<file path="src/rtl/nn_pkg.sv">
// Shared definitions for the neuron datapath blocks: FP16 width, default
// arithmetic latencies and the MAC sequencer state encoding.
package nn_pkg;

  localparam int FP16_W      = 16;
  localparam int MUL_LAT_DEF = 1;
  localparam int ADD_LAT_DEF = 1;

  typedef enum logic [2:0] {
    ST_IDLE,
    ST_CLR,
    ST_RD,
    ST_MUL,
    ST_ADD,
    ST_ACC,
    ST_FIN
  } mac_state_t;

endpackage

</file>
<file path="src/rtl/neuron_mac_ctrl_lat_counter.sv">
// Load/decrement wait counter; zero is high once the loaded count has run out.
module lat_counter
  import nn_pkg::*;
#(
  parameter int W = 2
) (
  input  logic         clk,
  input  logic         rst,
  input  logic         load,
  input  logic [W-1:0] load_val,
  output logic         zero
);

  logic [W-1:0] cnt;

  always_ff @(posedge clk) begin
    if (rst) begin
      cnt <= '0;
    end else if (load) begin
      cnt <= load_val;
    end else if (cnt != '0) begin
      cnt <= cnt - 1'b1;
    end
  end

  assign zero = (cnt == '0);

endmodule

</file>
<file path="src/rtl/neuron_mac_ctrl.sv">
// Sequencer for one neuron's serial FP16 multiply-accumulate: read, multiply,
// add, then load the running sum, one element at a time.
module neuron_mac_ctrl
  import nn_pkg::*;
#(
  parameter int ADDR_W  = 6,
  parameter int MUL_LAT = MUL_LAT_DEF,
  parameter int ADD_LAT = ADD_LAT_DEF
) (
  input  logic              clk,
  input  logic              rst,
  input  logic              start,
  input  logic [ADDR_W:0]   len,
  input  logic              abort,
  output logic              mem_rd_en,
  output logic [ADDR_W-1:0] mem_addr,
  output logic              mul_en,
  output logic              add_en,
  output logic              sum_rst,
  output logic              sum_en,
  output logic              busy,
  output logic              done
);

  localparam int LAT_MAX = (MUL_LAT > ADD_LAT) ? MUL_LAT : ADD_LAT;
  localparam int CNT_W   = (LAT_MAX > 1) ? $clog2(LAT_MAX) : 1;
  localparam logic [CNT_W-1:0] MUL_LOAD = CNT_W'(MUL_LAT - 1);
  localparam logic [CNT_W-1:0] ADD_LOAD = CNT_W'(ADD_LAT - 1);

  mac_state_t        state;
  logic [ADDR_W:0]   len_q;
  logic [ADDR_W:0]   idx;
  logic [ADDR_W:0]   idx_nxt;
  logic              cnt_load;
  logic              cnt_zero;
  logic [CNT_W-1:0]  cnt_val;

  // One counter serves both waits: loaded entering MUL, reloaded entering ADD.
  always_comb begin
    cnt_load = (state == ST_RD) || ((state == ST_MUL) && cnt_zero);
    cnt_val  = (state == ST_RD) ? MUL_LOAD : ADD_LOAD;
    idx_nxt  = idx + 1'b1;
  end

  lat_counter #(.W(CNT_W)) u_wait (
    .clk      (clk),
    .rst      (rst),
    .load     (cnt_load),
    .load_val (cnt_val),
    .zero     (cnt_zero)
  );

  // Strobes are registered together with the state they belong to.
  always_ff @(posedge clk) begin
    if (rst) begin
      state     <= ST_IDLE;
      len_q     <= '0;
      idx       <= '0;
      mem_addr  <= '0;
      mem_rd_en <= 1'b0;
      mul_en    <= 1'b0;
      add_en    <= 1'b0;
      sum_rst   <= 1'b0;
      sum_en    <= 1'b0;
      busy      <= 1'b0;
      done      <= 1'b0;
    end else begin
      mem_rd_en <= 1'b0;
      mul_en    <= 1'b0;
      add_en    <= 1'b0;
      sum_rst   <= 1'b0;
      sum_en    <= 1'b0;
      done      <= 1'b0;
      if (abort) begin
        state <= ST_IDLE;
        busy  <= 1'b0;
      end else begin
        unique case (state)
          ST_IDLE: if (start) begin
            len_q   <= len;
            idx     <= '0;
            state   <= ST_CLR;
            sum_rst <= 1'b1;
            busy    <= 1'b1;
          end
          ST_CLR: if (len_q == '0) begin
            state <= ST_FIN;
            done  <= 1'b1;
          end else begin
            state     <= ST_RD;
            mem_rd_en <= 1'b1;
            mem_addr  <= idx[ADDR_W-1:0];
          end
          ST_RD: begin
            state  <= ST_MUL;
            mul_en <= 1'b1;
          end
          ST_MUL: if (cnt_zero) begin
            state  <= ST_ADD;
            add_en <= 1'b1;
          end
          ST_ADD: if (cnt_zero) begin
            state  <= ST_ACC;
            sum_en <= 1'b1;
          end
          ST_ACC: if (idx == len_q - 1'b1) begin
            state <= ST_FIN;
            done  <= 1'b1;
          end else begin
            idx       <= idx_nxt;
            state     <= ST_RD;
            mem_rd_en <= 1'b1;
            mem_addr  <= idx_nxt[ADDR_W-1:0];
          end
          ST_FIN: begin
            state <= ST_IDLE;
            busy  <= 1'b0;
          end
          default: begin
            state <= ST_IDLE;
            busy  <= 1'b0;
          end
        endcase
      end
    end
  end

endmodule

</file>
<file path="config.mk">
export PLATFORM = sky130hd
export DESIGN_NAME = neuron_mac_ctrl
export DESIGN_NICKNAME = d
export VERILOG_FILES = /design/src/rtl/nn_pkg.sv /design/src/rtl/neuron_mac_ctrl_lat_counter.sv /design/src/rtl/neuron_mac_ctrl.sv
export SDC_FILE = /design/constraint.sdc
export NUM_CORES = 1
export LEC_CHECK = 0
export ABC_AREA = 1
export CAP_MARGIN = 20
export CORE_MARGIN = 2
export CORE_UTILIZATION = 54
export CTS_CLUSTER_SIZE = 8
export DETAILED_ROUTE_END_ITERATION = 16
export PLACE_DENSITY = 0.86
export SLEW_MARGIN = 20
export SYNTH_ARGS = -nofsm -noshare
export SYNTH_HDL_FRONTEND = slang
export SYNTH_HIERARCHICAL = 1
export SYNTH_SLANG_ARGS = --single-unit
</file>
<file path="constraint.sdc">
create_clock -name clk -period 1.8 [get_ports clk]
set_input_delay 0.36 -clock clk [delete_from_list [all_inputs] [get_ports clk]]
set_output_delay 0.36 -clock clk [all_outputs]
set_load 0.03 [all_outputs]
</file>
; ---- After elaboration in Yosys (flattened, before gate mapping)
; Index checks and enable logic that the tools add are counted.
[totals]
reg_bits = 31
inputBits = 11
out_inout_bits = 13
wordCells = 72
[op_classes]
n_addsub = 3
eq_ne = 11
n_mux = 23
bitwise = 6
reduce_logical = 17
[op_table]
columns = op, count
row1 = 3-bit case mux with 6 select lines, 1
row2 = 3-bit two-way mux, 5
row3 = 7-bit two-way mux, 2
row4 = 7-bit case mux with 2 select lines, 1
row5 = 6-bit two-way mux, 2
row6 = 6-bit case mux with 2 select lines, 1
row7 = 3-bit OR reduction, 4
row8 = 2-bit inequality test (second input constant), 5
row9 = 1-bit two-way mux, 8
row10 = 4-bit AND reduction, 2
row11 = 7-bit by 1-bit adder with 7-bit output (second input constant), 1
row12 = 7-bit equality test, 1
row13 = 7-bit logical NOT, 1
row14 = 7-bit by 1-bit subtractor with 7-bit output (second input constant), 1
row15 = 3-bit by 2-bit equality test with 1-bit output (second input constant), 2
row16 = 3-bit equality test (second input constant), 2
row17 = 1-bit NOT, 6
row18 = 1-bit case mux with 2 select lines, 3
row19 = 3-bit AND reduction, 2
row20 = 5-bit OR reduction, 1
row21 = 2-bit nonzero test, 2
row22 = 3-bit by 1-bit equality test with 1-bit output (second input constant), 1
row23 = 3-bit logical NOT, 1
row24 = 2-bit AND reduction, 1
row25 = 4 further kinds, 4

; ---- Longest topological paths before layout
; Gate-level depths: netlist (run 1).
[logic_depth]
depth_word = 4
mapped_depth = 16
depth_no_buf = 16

; ---- Hierarchy
; The synthesis (run 1) kept the hierarchy.
[by_module_without_submodules]
columns = mod, n_inst, cells_per_inst, area_per_inst_um2, seq_area_each_um2
row1 = neuron_mac_ctrl, 1, 258, 1737.9, 600.6
row2 = lat_counter, 1, 4, 33.8, 20.0

; ---- Least setup slack after synthesis (run 1)
; OpenSTA, ideal clock, no wires.
[synth_timing]
path_type = register to register
from = register len_q[0]
to = register mem_addr[4]
setup_ns = 0.112
arrival_time_ns = 1.532
required_ns = 1.688
path_slack_ns = 0.156
path_stages_with_launch = 16
path_buffers = 1
synth_period_minus_slack_ns = 1.644
cell_sequence = dfxtp_1 > inv_2 > ha_1 > inv_1 > nand2_1 > nand3_1 > nand2_1 > inv_1 > nand2_1 > nor2_4 > nand3_4 > nand3_4 > buf_12 > nand2_2 > nand2_1 > nor2_2
[synth_via]
elab_chain_len = 4
elab_cells_between_ends = 6
classes_between = add/sub: 1 / eq/ne: 3 / reduce/logical: 2
[synth_lines]
columns = item, line_no
row1 = start: declaration, neuron_mac_ctrl.sv:31  ; logic [ADDR_W:0] len_q;
row2 = start signal: assignment, neuron_mac_ctrl.sv:80  ; len_q <= len;
row3 = 7-bit by 1-bit subtractor with 7-bit output, neuron_mac_ctrl.sv:106  ; ST_ACC: if (idx == len_q - 1'b1) begin
row4 = 7-bit equality test, neuron_mac_ctrl.sv:106
row5 = 2-bit inequality test (no line), --
row6 = 4-bit AND reduction (no line) *, --
row7 = end signal: assignment, neuron_mac_ctrl.sv:92  ; mem_addr <= idx[ADDR_W-1:0];
row8 = end signal: assignment, neuron_mac_ctrl.sv:113  ; mem_addr <= idx_nxt[ADDR_W-1:0];
row9 = end: declaration, neuron_mac_ctrl.sv:16  ; output logic [ADDR_W-1:0] mem_addr,
; Every way passes the cells marked *; elsewhere a longest branch is shown, timed or not.
; A chain may end at the register's enable or synchronous reset.

; ---- Worst setup path in the final report (run 1)
[layout_timing]
from = register len_q[0]
to = register idx[2]
[layout_via]
elab_chain_len = 4
[layout_lines]
columns = item, line_no
row1 = 7-bit by 1-bit subtractor with 7-bit output, neuron_mac_ctrl.sv:106
row2 = 7-bit equality test, neuron_mac_ctrl.sv:106
row3 = 2-bit inequality test (no line), --
row4 = 4-bit AND reduction (no line), --
row5 = end signal: assignment, neuron_mac_ctrl.sv:110  ; idx <= idx_nxt;
row6 = end: declaration, neuron_mac_ctrl.sv:32  ; logic [ADDR_W:0] idx;
; Every way passes these cells.

==> flow_summary.toml, run 1 <==
[outcome]
outcome = "complete, no violations"

[pwr]
p_leak_nw = 0.967
ir_drop_uv = 640
power.switching_uw = 487
p_int_mw = 1.19
cellPowerDensity_nw_per_um2 = 756
comb_power_share = 0.206
p_total_mw = 1.67
seqPwrFrac = 0.449
netSwitchingFraction = 0.291
p_clk_frac = 0.345

[setup_path]
cp_data_arrival_time_ps = 2020
start_kind = "flop"
critical_path.max_fanout = 7
cp.required_ps = 2090
end_kind = "flop"
r2r_slack_ps = 60
critPathKind = "flop to flop"

[drt]
drcViolationCount = 0
vias = 1676
drt_wl_total_um = 3730
routedWlPerCell_um = 11.0
ant_nets = 0
dr.pass1.iters = 4
via_per_inst = 4.93
drt_iter0_markers = 61

[timing]
finClkSkew_ps = 8.11
final-hold-violation-count = 0
max_slew_margin = 0.616
setup_violations = 0
tns_ps = 0
tightest_slew_ps = 575
rsz0062_at_grt = "true"
timing.fmax_mhz = 575
slew_viol_final = 0
timing.final.crit_share = 0.966
min_period_ps = 1740

[logic_synthesis]
avgSynthCellArea_um2 = 6.76
synth_seq_cells = 31
synth.largest_area_cell = "dfxtp_1"
netlist_top_cells_count = "61 x nand2_1, 34 x inv_1, 34 x nor2_1"
netlist_area_um2 = 1770
syn_inst = 262
syn-num-nets = 277
ys.flop_type = "dfxtp_1"
seq_area_frac_synth = 0.350
synth_warnings = 6
synth.distinct_cells = 28
synth_top_area_frac = 0.350
yosysMostFrequentCell = "nand2_1"
async_flop_share = 0
synth-edff-count = 0
ys_top_cells_by_area = "dfxtp_1 35%, nand2_1 13%, inv_1 7.2%"

[min_path]
min_path_type = "flop to flop"

[clocking]
holdBufCountCts = 0
clock_latency_ps = 340
cts_max_level = 2
cts_buffer_depth = 2
cts_root_buf = "clkbuf_4"
cts.sinks = 31
path_clk_slew_ps = 100
cts-buffers-inserted = 5
cts_tree = "done"

[floorplanning]
die_height_um = 61.3
initial_utilization = 0.576
boundaryPins = 24
die_area_um2 = 3760
die_w_um = 61.3
rows = 20
core_area_um2 = 3080

[finish]
layout.nets = 310
fillers = 261
drive_above_1_share = 0.213
diodes = 0
finish.utilization = 0.720
area_delta_synth_final_pct = 25.1

[place]
dpl.hpwl_um = 2620
numPortBuffers = 23
gp_congestion = 0.889

[global_routing]
grt_pass1_vias = 1363
antenna_found_initial = 0
grt_usage = 0.208
grt_pass1_wl_um = 5770
grt_start_max_net_pins = 20
gr-total-overflow = 0

[flow_run]
cap_violations = 0
## state kept, by name, summed over array words and instances (netlist names), 3 cells and up
name,cells
idx,7
len_q,7
state,3
mem_addr,6
## cell type report
type / count / area [µm²] / share of cell area
Inverter: 40 / 158 / 0.0711
Clock buffer: 6 / 51.3 / 0.0232
Timing Repair inverter: 1 / 6.26 / 0.00282
Sequential cell: 31 / 623 / 0.281
Clock inverter: 2 / 35.0 / 0.0158
Tap cell: 44 / 55.1 / 0.0248
Timing Repair Buffer: 28 / 272 / 0.123
Multi-Input combinational cell: 188 / 1020 / 0.458
## logic make-up after synthesis
| logic type | synth area share |
|---|---|
| adder cells (fa/ha/maj) | 0.0282 |
| flip-flops | 0.350 |
| AO/OA/AOI/OAI | 0.0982 |
| AND/OR/NAND/NOR | 0.389 |
| buffers and inverters | 0.107 |
| other | 0.00212 |
| XOR/XNOR | 0.0247 |
## worst max-delay path, cell delays in order, from the launching register on
cell and delay [ps]:
dfxtp_2 330, inv_2 80, ha_4 170, inv_2 40, nand2_2 60, nand2_2 50
nand2_1 50, nand2_1 40, inv_1 60, nand2_2 60, nor2_4 140, nand3_4 170
nand2_8 150, buf_6 100, o21ai_1 50, nor2_1 120
## routing by layer
layer / part of all wire / vias to the layer above / GRT usage
met1: 0.44 / 730 / 0.274
met2: 0.48 / 51 / 0.319
met4: 0.020 / 0 / 0.106
li1: - / 887 / -
met3: 0.052 / 8 / 0.0441
met5: 0 / - / 0
## per-stage QoR
stage / hold slack, ps / cells / area, µm² / setup WS (ps)
floorplan: 429 / 262 / 1770 / 156
global placement: 465 / 326 / 2030 / 63.1
detailed placement: 472 / 326 / 2030 / 21.4
CTS: 485 / 334 / 2120 / 9.32
global route: 524 / 340 / 2220 / -73.9
finish: 492 / 340 / 2220 / 62.1
## final timing paths
path | startpoint | endpoint | depth (start not counted)
max | len_q[0] | idx[2] | 15
min | len_q[1] | len_q[1] | 2
max reg2reg | len_q[0] | idx[2] | 15
min reg2reg | len_q[1] | len_q[1] | 2
## what timing repair did
action                                  4_1_cts  5_1_grt
gates resized for setup                       0       18
setup buffers                                 0        4
endpoints found under the setup margin        0       14
hold endpoints to repair                      0        0
## cells in the final DEF (no fill, tap or decap), types with 3 or more instances in the layout
| master | netlist | layout |
|---|---|---|
| xor2_1 | 3 | 3 |
| dfxtp_1 | 31 | 29 |
| nor3_1 | 4 | 4 |
| ha_1 | 4 | 3 |
| buf_4 | 0 | 4 |
| nand3_1 | 10 | 10 |
| inv_1 | 34 | 32 |
| inv_2 | 3 | 5 |
| clkbuf_4 | 0 | 5 |
| clkdlybuf4s50_1 | 0 | 23 |
| o21ai_0 | 15 | 15 |
| nand2_2 | 9 | 14 |
| a21oi_1 | 16 | 15 |
| clkinv_2 | 2 | 3 |
| nand3_2 | 2 | 3 |
| nand2_1 | 61 | 55 |
| nand4_1 | 3 | 3 |
| nor2_1 | 34 | 34 |
| nor2_2 | 13 | 13 |
## power by group through the flow
| stage | Clock (mW) | Sequential [mW] | Combinational [mW] |
|---|---|---|---|
| floorplan | 0 | 0.773 | 0.228 |
| global placement | 0 | 0.764 | 0.305 |
| detailed placement | 0 | 0.766 | 0.312 |
| CTS | 0.586 | 0.750 | 0.314 |
| global route | 0.620 | 0.758 | 0.384 |
| finish | 0.578 | 0.752 | 0.344 |
Power figures use the tool's default switching activity.
==> run 2, diff against run 1 <==
--- a/config.mk
+++ b/config.mk
@@ -12,8 +12,8 @@
 export CTS_CLUSTER_SIZE = 8
 export DETAILED_ROUTE_END_ITERATION = 16
 export PLACE_DENSITY = 0.86
-export SLEW_MARGIN = 20
 export SYNTH_ARGS = -nofsm -noshare
 export SYNTH_HDL_FRONTEND = slang
 export SYNTH_HIERARCHICAL = 1
 export SYNTH_SLANG_ARGS = --single-unit
+export TNS_END_PERCENT = 100
==> results of run 2 <==
The final DEF is identical to that of run 1; final timing and power are the same.
